### src/rtl/qam_byte_to_sym_pkg.sv
// parameter_def: shared widths, PRBS7 taps, FIFO word and splitter state types
package parameter_def;
    localparam int SYM_W = 4;
    localparam int PRBS_LEN = 7;
    localparam int PRBS_TAP_A = 6;
    localparam int PRBS_TAP_B = 5;

    typedef struct packed {
        logic       last;
        logic [7:0] data;
    } fifo_word_t;

    typedef enum logic [1:0] {IDLE, FIRST, SECOND} split_state_t;

    // Advance PRBS7 by SYM_W steps; returns {mask, next_state}, first feedback bit in mask MSB
    function automatic logic [SYM_W+PRBS_LEN-1:0] prbs_step(input logic [PRBS_LEN-1:0] s);
        logic [PRBS_LEN-1:0] l;
        logic [SYM_W-1:0] m;
        l = s;
        m = '0;
        for (int i = 0; i < SYM_W; i++) begin
            m[SYM_W-1-i] = l[PRBS_TAP_A] ^ l[PRBS_TAP_B];
            l = {l[PRBS_LEN-2:0], m[SYM_W-1-i]};
        end
        return {m, l};
    endfunction
endpackage

### src/rtl/qam_sync_fifo.sv
// qam_sync_fifo: first-word-fall-through synchronous FIFO with occupancy count
module qam_sync_fifo #(
    parameter int DEPTH = 4,
    parameter int W = 9
) (
    input  logic                     clk,
    input  logic                     rst,
    input  logic                     push,
    input  logic                     pop,
    input  logic [W-1:0]             wdata,
    output logic [W-1:0]             rdata,
    output logic                     full,
    output logic                     empty,
    output logic [$clog2(DEPTH):0]   count
);
    localparam int AW = $clog2(DEPTH);
    localparam int CW = AW + 1;

    logic [W-1:0] mem [DEPTH];
    logic [AW-1:0] wptr, rptr;

    // Storage array, written on push only
    always_ff @(posedge clk) begin
        if (push) mem[wptr] <= wdata;
    end

    // Pointers and count; simultaneous push/pop leaves count unchanged
    always_ff @(posedge clk) begin
        if (rst) begin
            wptr <= '0;
            rptr <= '0;
            count <= '0;
        end else begin
            if (push) wptr <= wptr + 1'b1;
            if (pop) rptr <= rptr + 1'b1;
            count <= count + CW'(push) - CW'(pop);
        end
    end

    assign rdata = mem[rptr];
    assign full = count == CW'(DEPTH);
    assign empty = count == '0;
endmodule

### src/rtl/qam_byte_to_sym.sv
// qam_byte_to_sym: byte stream to scrambled 4-bit symbol stream for the 16-QAM modulator
module qam_byte_to_sym
    import parameter_def::*;
#(
    parameter int FIFO_DEPTH = 4,
    parameter bit MSB_FIRST = 1'b1,
    parameter bit SCRAMBLE_EN = 1'b1,
    parameter logic [PRBS_LEN-1:0] LFSR_SEED = 7'h7F
) (
    input  logic             axi_clk,
    input  logic             axi_rst,
    input  logic [7:0]       s_tdata,
    input  logic             s_tvalid,
    input  logic             s_tlast,
    output logic             s_tready,
    output logic [SYM_W-1:0] m_sym,
    output logic             m_valid,
    input  logic             m_ready,
    output logic             m_last,
    output logic [15:0]      sym_cnt
);
    localparam int CW = $clog2(FIFO_DEPTH) + 1;

    fifo_word_t rd, cur;
    logic full, empty, push, pop, load, load_second, free, acc;
    logic [CW-1:0] cnt;
    logic [SYM_W-1:0] nib, mask;
    logic [PRBS_LEN-1:0] lfsr, lfsr_base, lfsr_adv;
    split_state_t state, state_nxt;

    assign push = s_tvalid && s_tready;

    qam_sync_fifo #(.DEPTH(FIFO_DEPTH), .W($bits(fifo_word_t))) u_fifo (
        .clk(axi_clk),
        .rst(axi_rst),
        .push(push),
        .pop(pop),
        .wdata({s_tlast, s_tdata}),
        .rdata(rd),
        .full(full),
        .empty(empty),
        .count(cnt)
    );

    // Splitter next state, pop/load strobes, nibble select and scrambler step
    always_comb begin
        free = !m_valid || m_ready;
        acc = m_valid && m_ready;
        state_nxt = state;
        pop = 1'b0;
        load_second = 1'b0;
        case (state)
            IDLE: if (free && !empty) begin
                pop = 1'b1;
                state_nxt = FIRST;
            end
            FIRST: if (free) begin
                load_second = 1'b1;
                state_nxt = SECOND;
            end
            SECOND: if (free) begin
                pop = !empty;
                state_nxt = empty ? IDLE : FIRST;
            end
            default: state_nxt = IDLE;
        endcase
        load = pop || load_second;
        nib = pop ? (MSB_FIRST ? rd.data[7:4] : rd.data[3:0])
                  : (MSB_FIRST ? cur.data[3:0] : cur.data[7:4]);
        lfsr_base = (acc && m_last) ? LFSR_SEED : lfsr;
        {mask, lfsr_adv} = prbs_step(lfsr_base);
    end

    // Splitter state register
    always_ff @(posedge axi_clk) begin
        if (axi_rst) state <= IDLE;
        else state <= state_nxt;
    end

    // Output register, held byte, LFSR, symbol counter and registered ready
    always_ff @(posedge axi_clk) begin
        if (axi_rst) begin
            s_tready <= 1'b0;
            cur <= '0;
            lfsr <= LFSR_SEED;
            m_valid <= 1'b0;
            m_last <= 1'b0;
            m_sym <= '0;
            sym_cnt <= '0;
        end else begin
            s_tready <= !(full ? !pop : (push && !pop && cnt == CW'(FIFO_DEPTH - 1)));
            if (pop) cur <= rd;
            lfsr <= load ? lfsr_adv : lfsr_base;
            if (load) begin
                m_sym <= nib ^ (SCRAMBLE_EN ? mask : '0);
                m_last <= load_second && cur.last;
            end
            m_valid <= load || (m_valid && !m_ready);
            if (acc) sym_cnt <= m_last ? 16'd0 : sym_cnt + 16'd1;
        end
    end
endmodule

### config.mk
export PLATFORM = sky130hd
export DESIGN_NAME = qam_byte_to_sym
export DESIGN_NICKNAME = d
export VERILOG_FILES = /design/src/rtl/qam_byte_to_sym_pkg.sv /design/src/rtl/qam_sync_fifo.sv /design/src/rtl/qam_byte_to_sym.sv
export SDC_FILE = /design/constraint.sdc
export NUM_CORES = 1
export LEC_CHECK = 0
export ABC_AREA = 1
export CAP_MARGIN = 40
export CORE_MARGIN = 3
export CORE_UTILIZATION = 52
export DETAILED_ROUTE_END_ITERATION = 8
export GPL_ROUTABILITY_DRIVEN = 0
export GPL_TIMING_DRIVEN = 0
export MAX_ROUTING_LAYER = met4
export PLACE_DENSITY = 0.82
export SLEW_MARGIN = 10
export SYNTH_ARGS = -nofsm -noshare
export SYNTH_HDL_FRONTEND = slang
export SYNTH_SLANG_ARGS = --single-unit
### constraint.sdc
create_clock -name axi_clk -period 2.38 [get_ports axi_clk]
set_clock_uncertainty 0.1 [all_clocks]
set_input_delay 0.476 -clock axi_clk [delete_from_list [all_inputs] [get_ports axi_clk]]
set_output_delay 0.476 -clock axi_clk [all_outputs]
set_load 0.02 [all_outputs]
==> metrics.json <==
{
  "timing": {
    "timing.max_slew.rel_slack_pct": 41.8,
    "finalCritPeriodShare_pct": 92.5,
    "slew_violations": 0,
    "fin_crit_ns": 2.20,
    "finalWorstSetupSlack_ns": 0.178,
    "finalHoldViolations": 0,
    "grt_setup_unrepaired": "false",
    "post_route_setup_tns_ns": 0,
    "timing_worst_slew_pin_value_ns": 0.870,
    "clock.fmax_mhz": 454,
    "final-setup-viol-count": 0
  },
  "clocking": {
    "tritoncts": "done",
    "cts.path.max_buffers": 2,
    "hold_buffers": 0,
    "number_of_h_tree_levels": 3,
    "clock_root_buffer": "sky130_fd_sc_hd__clkbuf_8",
    "clk_pin_slew_worst_paths_ns": 0.09,
    "cts.sinks": 82,
    "clock_latency_ns": 0.35,
    "tritoncts.num_buffers": 9
  },
  "setup_path": {
    "critPathMaxStageDelay_ns": 0.37,
    "data_arrival_time_at_the_worst_slack_endpoint_ns": 2.35,
    "setup.worst_path.start_class": "register",
    "slowest_stage": "sky130_fd_sc_hd__fa_1",
    "critPathKind": "reg -> reg",
    "crit_path_max_fanout": 10,
    "critical-path-top-cell-by-count": "sky130_fd_sc_hd__inv_1",
    "worstPathCellList": "inv_1 -> nand2_1 -> nor2_2 -> nor2_4 -> buf_6 -> ha_1 -> inv_1 -> ha_1 -> inv_1 -> fa_1 -> nor3_1 -> nor2_1",
    "endpoint_type_of_the_worst_setup_path": "register",
    "worst_ep_required_time_ns": 2.52
  },
  "synthesis": {
    "seq_area_frac_synth_pct": 55.3,
    "synth_cell_type_count": 31,
    "share_of_flip_flops_with_an_asynchronous_set_or_reset_after_synthesis_pct": 0,
    "synth-seq-cells": 82,
    "post_synthesis_cell_area_sq_um": 3620,
    "syn_avg_cell_area_sq_um": 8.66,
    "synthFlopType": "sky130_fd_sc_hd__dfxtp_1",
    "synth_enable_flop_cells": 36,
    "synth_nets": 439,
    "ys.warnings.count": 0,
    "synth_cells": 418
  },
  "layout": {
    "n_fill_cell": 548,
    "post-route-util_pct": 65.2,
    "areaGrowthSynthToFinish_pct": 17.7,
    "sequential_cell_area_sq_um": 2000,
    "multiInputGateArea_sq_um": 1350,
    "final_layout_size_suffix_gt1_share_pct": 9.53,
    "design.final.nets": 488,
    "antenna_cells": 0
  },
  "floorplan": {
    "floorplan.io_pins": 36,
    "die_h_microns": 89.4,
    "fp.coreArea_sq_um": 6530,
    "die_w_microns": 89.4,
    "floorplan.rows": 29,
    "initial_core_utilization_pct": 55.4,
    "fp.dieArea_sq_um": 8000
  },
  "detailed_routing": {
    "drt_iter0_drc": 164,
    "detailedRoute.firstPassIterationCount": 4,
    "drt-wirelength-per-cell_microns": 12.6,
    "drc_errors": 0,
    "totalWireLength_mm": 6.93,
    "vias": 2832,
    "viasPerCell": 5.16,
    "detail-route-antenna-nets": 0
  },
  "power_and_ir_drop": {
    "cellLeakagePower_nw": 1.77,
    "power_per_unit_of_standard_cell_area_nw_per_um2": 1070,
    "peakVddDrop_uv": 555
  },
  "global_routing": {
    "antenna_found_initial": 0,
    "grt_pass1_wl_mm": 11.5,
    "grt_max_degree": 16,
    "track_usage_pct": 19.4,
    "via_count_of_the_first_global_routing_pass": 2613,
    "grt.overflow.total": 0
  },
  "placement": {
    "preCtsSetupSlack_ns": -0.707,
    "detailed_place_hpwl_mm": 4.95,
    "port_buffers": 35
  },
  "flow_run": {
    "max_cap_viol_count": 0
  },
  "run_status": {
    "run_status": "finished clean"
  },
  "worst_hold_path": {
    "worstHoldPathType": "reg -> reg"
  }
}
-- synth_stat cells (3+ instances only) --
cell type                  number  share of area [%]
sky130_fd_sc_hd__nor2_2         3               0.52
sky130_fd_sc_hd__clkinv_1       4               0.41
sky130_fd_sc_hd__clkbuf_1       3               0.31
sky130_fd_sc_hd__nand2_1       91                9.4
sky130_fd_sc_hd__o21ai_0       32                4.4
sky130_fd_sc_hd__dfxtp_1       46                 25
sky130_fd_sc_hd__nor2_1        45                4.7
sky130_fd_sc_hd__ha_1           7                2.4
sky130_fd_sc_hd__a21oi_1       23                3.2
sky130_fd_sc_hd__nand2_4        3               0.93
sky130_fd_sc_hd__nor3_1        10                1.4
sky130_fd_sc_hd__nand3_1       36                5.0
sky130_fd_sc_hd__inv_1         51                5.3
sky130_fd_sc_hd__edfxtp_1      36                 30
sky130_fd_sc_hd__o22ai_1        3               0.52
-- critical path: cells and delay by family, from the launching register on --
kind                     cells  cell delay (ns)
AND/OR/NAND/NOR              5             0.52
flip-flops                   1             0.35
buffers and inverters        4             0.34
adder cells (fa/ha/maj)      3             0.78
-- worst paths after layout --
path / to / slack [ns] / depth (start not counted) / from
worst max register to register: u_fifo.count[2] / 0.18 / 12 / u_fifo.count[1]
worst max-delay path: u_fifo.count[2] / 0.18 / 12 / u_fifo.count[1]
worst min-delay path: register / 0.38 / 1 / u_fifo.rptr[0]
worst min register to register: register / 0.38 / 1 / u_fifo.rptr[0]
-- sequential cells by signal, summed over array words and instances (netlist names), named ones only --
register      cells
sym_cnt          16
u_fifo.rptr       2
s_tready          1
u_fifo.wptr       2
u_fifo.count      3
m_valid           1
u_fifo.mem       36
m_sym             4
lfsr              7
state             2
m_last            1
cur               5
-- cell type report --
class,count,share of cell area (%)
Timing Repair Buffer,38,8.63
Buffer,9,1.38
Sequential cell,82,47.0
Clock inverter,6,1.06
Inverter,57,5.02
Clock buffer,10,2.99
Multi-Input combinational cell,270,31.6
Tap cell,77,2.26
-- power breakdown --
group | switching, mW | total [mW] | leakage, nW | internal (mW)
registers | 0.148 | 1.86 | 0.704 | 1.71
clock network | 0.513 | 0.894 | 0.0785 | 0.381
logic | 1.12 | 1.80 | 0.988 | 0.681
total | 1.78 | 4.56 | 1.77 | 2.78
-- cell families after synthesis --
family          synth area share [%]
simple gates                    24.1
flops                           55.3
compound gates                  10.1
buf+inv                         7.53
fa+ha+maj                       2.97
-- per-stage QoR --
step | instances | cell area, sq um | power, mW | hold slack [ns]
after floorplan | 418 | 3620 | 3.21 | 0.340
after global placement | 530 | 4070 | 3.59 | 0.356
after detailed placement | 531 | 4080 | 3.66 | 0.366
after CTS | 548 | 4250 | 4.57 | 0.381
after global routing | 549 | 4260 | 4.91 | 0.402
final | 549 | 4260 | 4.56 | 0.380
-- layout by cell type, fill, tap and decap left out, types with 5 or more instances in the layout --
| cell | synthesis | routed |
|---|---|---|
| sky130_fd_sc_hd__clkbuf_8 | 0 | 9 |
| sky130_fd_sc_hd__o21ai_0 | 32 | 32 |
| sky130_fd_sc_hd__inv_1 | 51 | 51 |
| sky130_fd_sc_hd__a21oi_1 | 23 | 23 |
| sky130_fd_sc_hd__nand2_1 | 91 | 91 |
| sky130_fd_sc_hd__nand3_1 | 36 | 36 |
| sky130_fd_sc_hd__dfxtp_1 | 46 | 45 |
| sky130_fd_sc_hd__buf_4 | 2 | 5 |
| sky130_fd_sc_hd__nor3_1 | 10 | 10 |
| sky130_fd_sc_hd__edfxtp_1 | 36 | 36 |
| sky130_fd_sc_hd__clkdlybuf4s50_1 | 0 | 34 |
| sky130_fd_sc_hd__nor2_1 | 45 | 44 |
| sky130_fd_sc_hd__ha_1 | 7 | 7 |
-- repair_timing --
item,CTS,global route
pin swaps,1,0
buffers inserted,1,0
endpoints found under the setup margin,2,1
resized for setup,1,4
endpoints found under the hold margin,0,0
-- layer usage --
layer,wire length (microns),global-route usage [%],part of all wire (%),vias to the layer above
met5,0,-,0,-
met4,95,8.93,1.4,0
met2,3360,30.9,48,59
met1,3220,23.8,47,1292
met3,253,4.06,3.6,8
li1,-,-,-,1473
No activity file was read; power rests on OpenSTA's default activity.
